## src/rtl/rs_lat_seq.sv

```systemverilog
// rs_lat_seq: round-robin sequencer that drives timed active-low set/clear
// pulses onto a bank of NAND RS latches and reads each latch back before
// acknowledging the requester.
module rs_lat_seq #(
   parameter int unsigned N         = 8,
   parameter int unsigned IDXW      = 3,
   parameter int unsigned PULSE_CYC = 2,
   parameter int unsigned RECOV_CYC = 2
) (
   input  logic            clk,
   input  logic            rst,
   input  logic            a_req,
   input  logic            a_op,
   input  logic [IDXW-1:0] a_idx,
   output logic            a_ack,
   output logic            a_err,
   input  logic            b_req,
   input  logic            b_op,
   input  logic [IDXW-1:0] b_idx,
   output logic            b_ack,
   output logic            b_err,
   output logic [N-1:0]    lat_rn,
   output logic [N-1:0]    lat_sn,
   input  logic [N-1:0]    lat_q,
   output logic            busy
);

   // Counter is sized for the longer of the two timed phases.
   localparam int unsigned CNT_MAX = (PULSE_CYC > RECOV_CYC) ? PULSE_CYC : RECOV_CYC;
   localparam int unsigned CNTW    = (CNT_MAX > 1) ? $clog2(CNT_MAX) : 1;

   typedef enum logic [1:0] {
      S_IDLE  = 2'd0,
      S_PULSE = 2'd1,
      S_RECOV = 2'd2,
      S_CHECK = 2'd3
   } state_e;

   // FSM and captured-operation state
   state_e            state_q, state_d;
   logic [CNTW-1:0]   cnt_q, cnt_d;
   logic              ptr_b_q, ptr_b_d;   // 0 = A has priority, 1 = B
   logic              gnt_b_q, gnt_b_d;   // side currently being served
   logic              op_q, op_d;
   logic [IDXW-1:0]   idx_q, idx_d;
   logic              ferr_q, ferr_d;     // forced error (bad index)

   // q synchroniser
   logic [N-1:0]      sync1_q, sync2_q;

   // Registered outputs
   logic [N-1:0]      lat_rn_q, lat_rn_d;
   logic [N-1:0]      lat_sn_q, lat_sn_d;
   logic              a_ack_q, a_ack_d;
   logic              a_err_q, a_err_d;
   logic              b_ack_q, b_ack_d;
   logic              b_err_q, b_err_d;
   logic              busy_q, busy_d;

   // Arbitration helpers
   logic              grant;
   logic              sel_b;
   logic              sel_op;
   logic [IDXW-1:0]   sel_idx;
   logic              sel_idx_ok;
   logic              ack_pending;

   // Readback helpers
   logic              rb_bit;
   logic              chk_err;

   // Round-robin selection; only consumed when the FSM is idle.
   always_comb begin
      grant = 1'b0;
      sel_b = 1'b0;
      if (a_req && b_req) begin
         grant = 1'b1;
         sel_b = ptr_b_q;
      end else if (a_req) begin
         grant = 1'b1;
         sel_b = 1'b0;
      end else if (b_req) begin
         grant = 1'b1;
         sel_b = 1'b1;
      end
      sel_op     = sel_b ? b_op : a_op;
      sel_idx    = sel_b ? b_idx : a_idx;
      sel_idx_ok = (32'(sel_idx) < N);
   end

   // Requesters still see their ack this cycle, so their req is stale.
   assign ack_pending = a_ack_q | b_ack_q;

   // Next-state logic: grant, timed pulse, recovery, readback.
   always_comb begin
      state_d = state_q;
      cnt_d   = cnt_q;
      ptr_b_d = ptr_b_q;
      gnt_b_d = gnt_b_q;
      op_d    = op_q;
      idx_d   = idx_q;
      ferr_d  = ferr_q;
      unique case (state_q)
         S_IDLE: begin
            if (grant && !ack_pending) begin
               gnt_b_d = sel_b;
               ptr_b_d = ~sel_b;
               op_d    = sel_op;
               idx_d   = sel_idx;
               if (sel_idx_ok) begin
                  state_d = S_PULSE;
                  cnt_d   = CNTW'(PULSE_CYC - 1);
                  ferr_d  = 1'b0;
               end else begin
                  state_d = S_CHECK;
                  cnt_d   = '0;
                  ferr_d  = 1'b1;
               end
            end
         end
         S_PULSE: begin
            if (cnt_q == '0) begin
               state_d = S_RECOV;
               cnt_d   = CNTW'(RECOV_CYC - 2);
            end else begin
               cnt_d = cnt_q - CNTW'(1);
            end
         end
         // CHECK itself is the final recovery cycle, so RECOV lasts one less.
         S_RECOV: begin
            if (cnt_q == '0) begin
               state_d = S_CHECK;
            end else begin
               cnt_d = cnt_q - CNTW'(1);
            end
         end
         S_CHECK: begin
            state_d = S_IDLE;
         end
         default: begin
            state_d = S_IDLE;
         end
      endcase
   end

   // FSM state register
   always_ff @(posedge clk) begin
      if (rst) begin
         state_q <= S_IDLE;
         cnt_q   <= '0;
         ptr_b_q <= 1'b0;
         gnt_b_q <= 1'b0;
         op_q    <= 1'b0;
         idx_q   <= '0;
         ferr_q  <= 1'b0;
      end else begin
         state_q <= state_d;
         cnt_q   <= cnt_d;
         ptr_b_q <= ptr_b_d;
         gnt_b_q <= gnt_b_d;
         op_q    <= op_d;
         idx_q   <= idx_d;
         ferr_q  <= ferr_d;
      end
   end

   // Output decode: pulses follow the next state so they align with PULSE.
   always_comb begin
      lat_rn_d = '1;
      lat_sn_d = '1;
      if (state_d == S_PULSE) begin
         for (int unsigned i = 0; i < N; i++) begin
            if (idx_d == IDXW'(i)) begin
               if (op_d) begin
                  lat_sn_d[i] = 1'b0;
               end else begin
                  lat_rn_d[i] = 1'b0;
               end
            end
         end
      end

      rb_bit = 1'b0;
      for (int unsigned i = 0; i < N; i++) begin
         if (idx_q == IDXW'(i)) begin
            rb_bit = sync2_q[i];
         end
      end
      chk_err = ferr_q | (rb_bit != op_q);

      a_ack_d = (state_q == S_CHECK) && !gnt_b_q;
      b_ack_d = (state_q == S_CHECK) && gnt_b_q;
      a_err_d = a_ack_d && chk_err;
      b_err_d = b_ack_d && chk_err;
      busy_d  = (state_d != S_IDLE);
   end

   // Output registers and the two-flop q synchroniser
   always_ff @(posedge clk) begin
      if (rst) begin
         sync1_q  <= '0;
         sync2_q  <= '0;
         lat_rn_q <= '1;
         lat_sn_q <= '1;
         a_ack_q  <= 1'b0;
         a_err_q  <= 1'b0;
         b_ack_q  <= 1'b0;
         b_err_q  <= 1'b0;
         busy_q   <= 1'b0;
      end else begin
         sync1_q  <= lat_q;
         sync2_q  <= sync1_q;
         lat_rn_q <= lat_rn_d;
         lat_sn_q <= lat_sn_d;
         a_ack_q  <= a_ack_d;
         a_err_q  <= a_err_d;
         b_ack_q  <= b_ack_d;
         b_err_q  <= b_err_d;
         busy_q   <= busy_d;
      end
   end

   assign lat_rn = lat_rn_q;
   assign lat_sn = lat_sn_q;
   assign a_ack  = a_ack_q;
   assign a_err  = a_err_q;
   assign b_ack  = b_ack_q;
   assign b_err  = b_err_q;
   assign busy   = busy_q;

endmodule
```

## config.mk

```make
export PLATFORM = sky130hd
export DESIGN_NAME = rs_lat_seq
export DESIGN_NICKNAME = d
export VERILOG_FILES = /design/src/rtl/rs_lat_seq.sv
export SDC_FILE = /design/constraint.sdc
export NUM_CORES = 1
export LEC_CHECK = 0
export BUFFER_PORTS_ARGS = -buffer_cell sky130_fd_sc_hd__clkbuf_2
export CAP_MARGIN = 25
export CELL_PAD_IN_SITES_DETAIL_PLACEMENT = 1
export CELL_PAD_IN_SITES_GLOBAL_PLACEMENT = 2
export CORE_MARGIN = 2
export CORE_UTILIZATION = 32
export CTS_CLUSTER_DIAMETER = 40
export DETAILED_ROUTE_END_ITERATION = 8
export PLACE_DENSITY_LB_ADDON = 0.1
export SLEW_MARGIN = 20
export SYNTH_ARGS = -nofsm -noshare
export SYNTH_HDL_FRONTEND = slang
export SYNTH_SLANG_ARGS = --single-unit
```

## constraint.sdc

```tcl
create_clock -name clk -period 2.7 [get_ports clk]
set_clock_uncertainty 0.2 [all_clocks]
set_input_delay 0 -clock clk [delete_from_list [all_inputs] [get_ports clk]]
set_output_delay 0 -clock clk [all_outputs]
set_load 0.02 [all_outputs]
```

Yosys cells after proc, flatten, opt, wreduce, memory -nomap -nowiden
Cells that the tools add are included.
Storage, ports and cells
  output and inout port bits: 21
  flip-flop bits (word level): 46
  word-level logic and storage cells: 113
  input port bits: 20
Cells by class
  mux-type cells: 28
  add/sub/neg operators: 1
  bitwise logic cells: 11
  reductions and logical operators: 24
  eq/ne operators: 20
Operators with widths (number)
  equality test 3 bit (second input constant): 8
  OR reduction 3 bit: 8
  two-way mux 1 bit: 20
  equality test 3 x 2 -> 1 bit (second input constant): 4
  NOT 1 bit: 10
  two-way mux 3 bit: 3
  case mux 2 bit (4 select lines): 1
  equality test 3 x 1 -> 1 bit (second input constant): 2
  logical AND 1 bit: 6
  logical NOT 3 bit: 2
  two-way mux 2 bit: 3
  equality test 2 x 1 -> 1 bit (second input constant): 2
  equality test 2 bit (second input constant): 2
  AND reduction 2 bit: 2
  nonzero test 2 bit: 2
  logical NOT 1 bit: 2
  logical NOT 2 bit: 1
  inequality test 2 bit (second input constant): 1
  case mux 1 bit (2 select lines): 1
  OR reduction 2 bit: 1
  inequality test 1 bit: 1
  bitwise OR 1 bit: 1
  subtractor 1 bit (second input constant): 1

Depth between registers and ports, before layout
  depth in word-level cells: 11
  mapped depth: 9
  depth with buffers taken out: 7

Worst setup path after synthesis
OpenSTA, ideal clock, no wires.
  kind: register to register
  from: reg state_q[0]
  to: reg lat_rn_q[1] (netlist: lat_rn[1])
  period minus slack after synthesis: 2.153 ns
  data required time: 2.372 ns
  setup slack: 0.547 ns
  arrival: 1.825 ns
  cell stages (with the launch flop): 10
  buffers on the path: 2
  library setup time: 0.128 ns
  path through: dfxtp_1 > inv_1 > ha_1 > clkbuf_2 > inv_2 > or3_1 > buf_2 > and2_4 > a211oi_4 > nand3b_1
Between the ends
  word-level cells in the longest chain between the ends: 5
  elaborated cells between the ends (all ways): 16
  those cells by class: eq/ne: 5; mux: 7; bitwise: 2; reduce/logical: 2
Ends and longest elaborated chain
  start: declaration: RTL line 40  | state_e state_q, state_d;
  start signal: assignment: RTL line 157  | state_q <= state_d;
  equality test 2 bit, or another cell as far along: RTL line 103  | unique case (state_q)
  case mux 2 bit (4 select lines) or two-way mux 3 bit (tied branches): RTL line 103
  equality test 2 x 1 -> 1 bit or equality test 3 x 1 -> 1 bit (tied branches): RTL line 171, 173
  NOT 1 bit (no line)
  OR reduction 3 bit (no line)
  end signal: assignment: RTL line 213  | lat_rn_q <= lat_rn_d;
  end: declaration: RTL line 52  | logic [N-1:0] lat_rn_q, lat_rn_d;
Several ways; a longest one is shown, not always the timed one.
A chain may end at the register's enable or synchronous reset.

Final worst setup path
  from: reg state_q[0]
  to: reg idx_q[1]
Between the ends
  word-level cells in the longest chain between the ends: 2
Ends and longest elaborated chain
  logical NOT 2 bit: RTL line 103
  two-way mux 3 bit: RTL line 103
  end signal: assignment: RTL line 162  | idx_q <= idx_d;
  end: declaration: RTL line 45  | logic [IDXW-1:0] idx_q, idx_d;
No other way between the ends.

==> impl_metrics.json <==
{
  "post_drt_wl_per_cell_um": 13.9,
  "multi_input_area_sq_um": 872,
  "hp-class": "in2reg",
  "grtUsageTotal_pct": 14.9,
  "min-delay-start": "rst",
  "crit_start": "state_q[0]",
  "place_hpwl_um": 3440,
  "place_congestion": 0.808,
  "die_y_um": 80.0,
  "yosys-top-cells-count": "46 x dfxtp_1, 19 x nor2b_1, 17 x nor2_1",
  "post_cts_buffers": 0,
  "insertion_delay_ns": 0.30,
  "seq_area_frac_synth_pct": 49.8,
  "utilization_pct": 42.8,
  "final_cell_area_sq_mm": 0.00237,
  "tritoncts": "built",
  "critPathKind": "reg2reg",
  "power.density_mw_per_mm2": 885,
  "ios": 41,
  "die-area_sq_mm": 0.00640,
  "arrival_ns": 2.53,
  "ant_nets": 0,
  "maxCapViolCount": 0,
  "clockBufferDepth": 2,
  "yosys.cell_count.top_type": "dfxtp_1",
  "synth-main-ff-cell": "dfxtp_1",
  "antenna_cells": 0,
  "crit_path_start_kind": "flip-flop",
  "ir_drop_uv": 311,
  "yosys_warnings": 0,
  "syn-num-nets": 214,
  "drc": 0,
  "hold_path_depth": 2,
  "synth.area.top_cells": "dfxtp_1 50%, nor2b_1 6.4%, nor2_1 3.5%",
  "drive_above_1_share_pct": 25.2,
  "reg2reg_depth": 8,
  "combPwrFrac_pct": 38.1,
  "p_sw_uw": 798,
  "yosys.cell_types.count": 43,
  "routed_wl_um": 4430,
  "tightest_slew_ns": 0.574,
  "initial_core_util_pct": 33.4,
  "rr_endpoint": "idx_q[1]",
  "numCtsBuffers": 5,
  "grt_setup_unrepaired": "no",
  "fmax_ghz": 0.404,
  "worst_setup_path_end_kind": "flip-flop",
  "p_total_mw": 2.10,
  "register_area_sq_um": 921,
  "antenna_found_initial": 0,
  "globalRouteOverflowTotal": 0,
  "leakagePower_nw": 0.997,
  "drv_slew": 0,
  "grt_pass1_wl_um": 7450,
  "syn_inst": 190,
  "nNetsFinal": 269,
  "htreeDepth": 2,
  "vias_per_cell": 4.86,
  "power_frac_seq_pct": 40.5,
  "finalSetupViolCount": 0,
  "synth_top_area_cell": "dfxtp_1",
  "post-route-period-util_pct": 91.8,
  "die_w_um": 80.0,
  "async_flop_share_pct": 0,
  "synth_top_area_share_pct": 49.8,
  "worstPathRequired_ns": 2.75,
  "num-fill-cells": 658,
  "power_frac_clock_pct": 21.4,
  "status": "complete, no violations",
  "placement.cell_area_sq_mm": 0.00212,
  "switching_share_pct": 38.0,
  "r2r_slack_ns": 0.22,
  "clock_sinks": 46,
  "hold_violations": 0,
  "cp_max_fo": 8,
  "whs_endpoint": "gnt_b_q",
  "grt_pass1_vias": 1590,
  "intPower_mw": 1.30,
  "core-area_sq_mm": 0.00554,
  "synth_edf_count": 0,
  "finalSetupTns_ns": 0,
  "avgSynthCellArea_sq_um": 9.73,
  "syn_to_final_growth_pct": 28.4,
  "grt_max_degree": 30,
  "syn_area_sq_mm": 0.00185,
  "drt_iter0_drc": 58,
  "numPortBuffers": 40,
  "rr_startpoint": "state_q[0]",
  "relSlewSlack_pct": 61.6,
  "clkTransAtPathRegs_ns": 0.09,
  "ys_seq_elements": 46,
  "fin_crit_ns": 2.48,
  "via_count": 1545,
  "root_buffer": "clkbuf_8",
  "firstDrtPassIters": 4,
  "rows": 27
}
worst max path at each step:
stage,end,cells past startpoint
floorplan,lat_rn[1],9
global placement,lat_rn[4],7
detailed placement,lat_rn[3],7
CTS,idx_q[1],8
global route,idx_q[0],8
finish,idx_q[1],8
worst max-delay path, cell delays in order, from the launching register on:
cell and delay, ns:
dfxtp_1 0.36, inv_1 0.16, ha_1 0.21, inv_2 0.09
nor3_4 0.34, buf_4 0.21, nor2_1 0.05, a311oi_1 0.24
dlygate4sd3_1 0.58
layout by cell type, fill, tap and decap left out, drive strengths merged, types with 3 or more instances in the layout:
master / synthesis / routed
a211oi: 6 / 6
a21o: 3 / 3
a21oi: 10 / 10
buf: 3 / 3
clkbuf: 7 / 45
dfxtp: 46 / 46
dlygate4sd3: 0 / 15
ha: 4 / 4
inv: 5 / 7
nand2: 14 / 14
nand2b: 3 / 3
nand3: 4 / 4
nand3b: 6 / 6
nor2: 17 / 17
nor2b: 19 / 19
nor3: 6 / 6
o21ai: 3 / 3
o32ai: 3 / 3
or2: 3 / 3
power by group through the flow:
stage	registers [mW]	clock network [mW]	logic, mW
final	0.850	0.450	0.799
after global routing	0.864	0.497	0.888
after CTS	0.852	0.467	0.798
after detailed placement	0.867	0	0.767
after global placement	0.862	0	0.757
after floorplan	0.883	0	0.523
final cells by class:
class | instances | area share [%]
clock buffers | 5 | 2.90
clock inverters | 3 | 1.21
well taps | 72 | 3.80
flip-flops and latches | 46 | 38.8
multi-input cells | 129 | 36.8
repair buffers | 58 | 15.7
inverters | 5 | 0.791
per-layer routing:
| metal | global-route usage, % | vias to the layer above | routed length, um |
|---|---|---|---|
| met5 | 0 | - | 0 |
| met4 | 4.41 | 0 | 63 |
| met3 | 3.51 | 9 | 219 |
| met2 | 24.8 | 34 | 2090 |
| met1 | 19.3 | 730 | 2050 |
| li1 | - | 772 | - |
sequential cells by signal (all words and copies together), names as in the netlist, 2 cells and up:
register / count
idx_q: 3
lat_rn: 8
lat_sn: 8
state_q: 2
sync1_q: 8
sync2_q: 8
kinds of logic (layout without fill, tap and decap cells):
kind of cell             count (synthesis)  in the layout  share of synthesized area (%)
AND/OR/NAND/NOR                         82             82                           24.5
flip-flops                              46             46                           49.8
AO/OA/AOI/OAI                           37             37                           15.0
buffers and inverters                   15             71                           3.32
multiplexers                             5              5                           4.13
adder cells (fa/ha/maj)                  4              4                           2.71
XOR/XNOR                                 1              1                          0.474
repair_timing:
action / 4_1_cts / 5_1_grt
hold endpoints to repair: 15 / 0
hold buffers: 15 / 0
resized for setup: 0 / 1
setup endpoints to repair: 0 / 2
metrics by stage:
step           std cells  worst slack, ns  hold slack, ns
2_1_floorplan        190            0.547         -0.0718
3_3_place_gp         295            0.494         0.00795
3_5_place_dp         295            0.437          0.0176
4_1_cts              318           0.0877          0.0641
5_1_grt              318           0.0263          0.0882
6_report             318            0.222          0.0420
(Power assumes the default switching activity.)
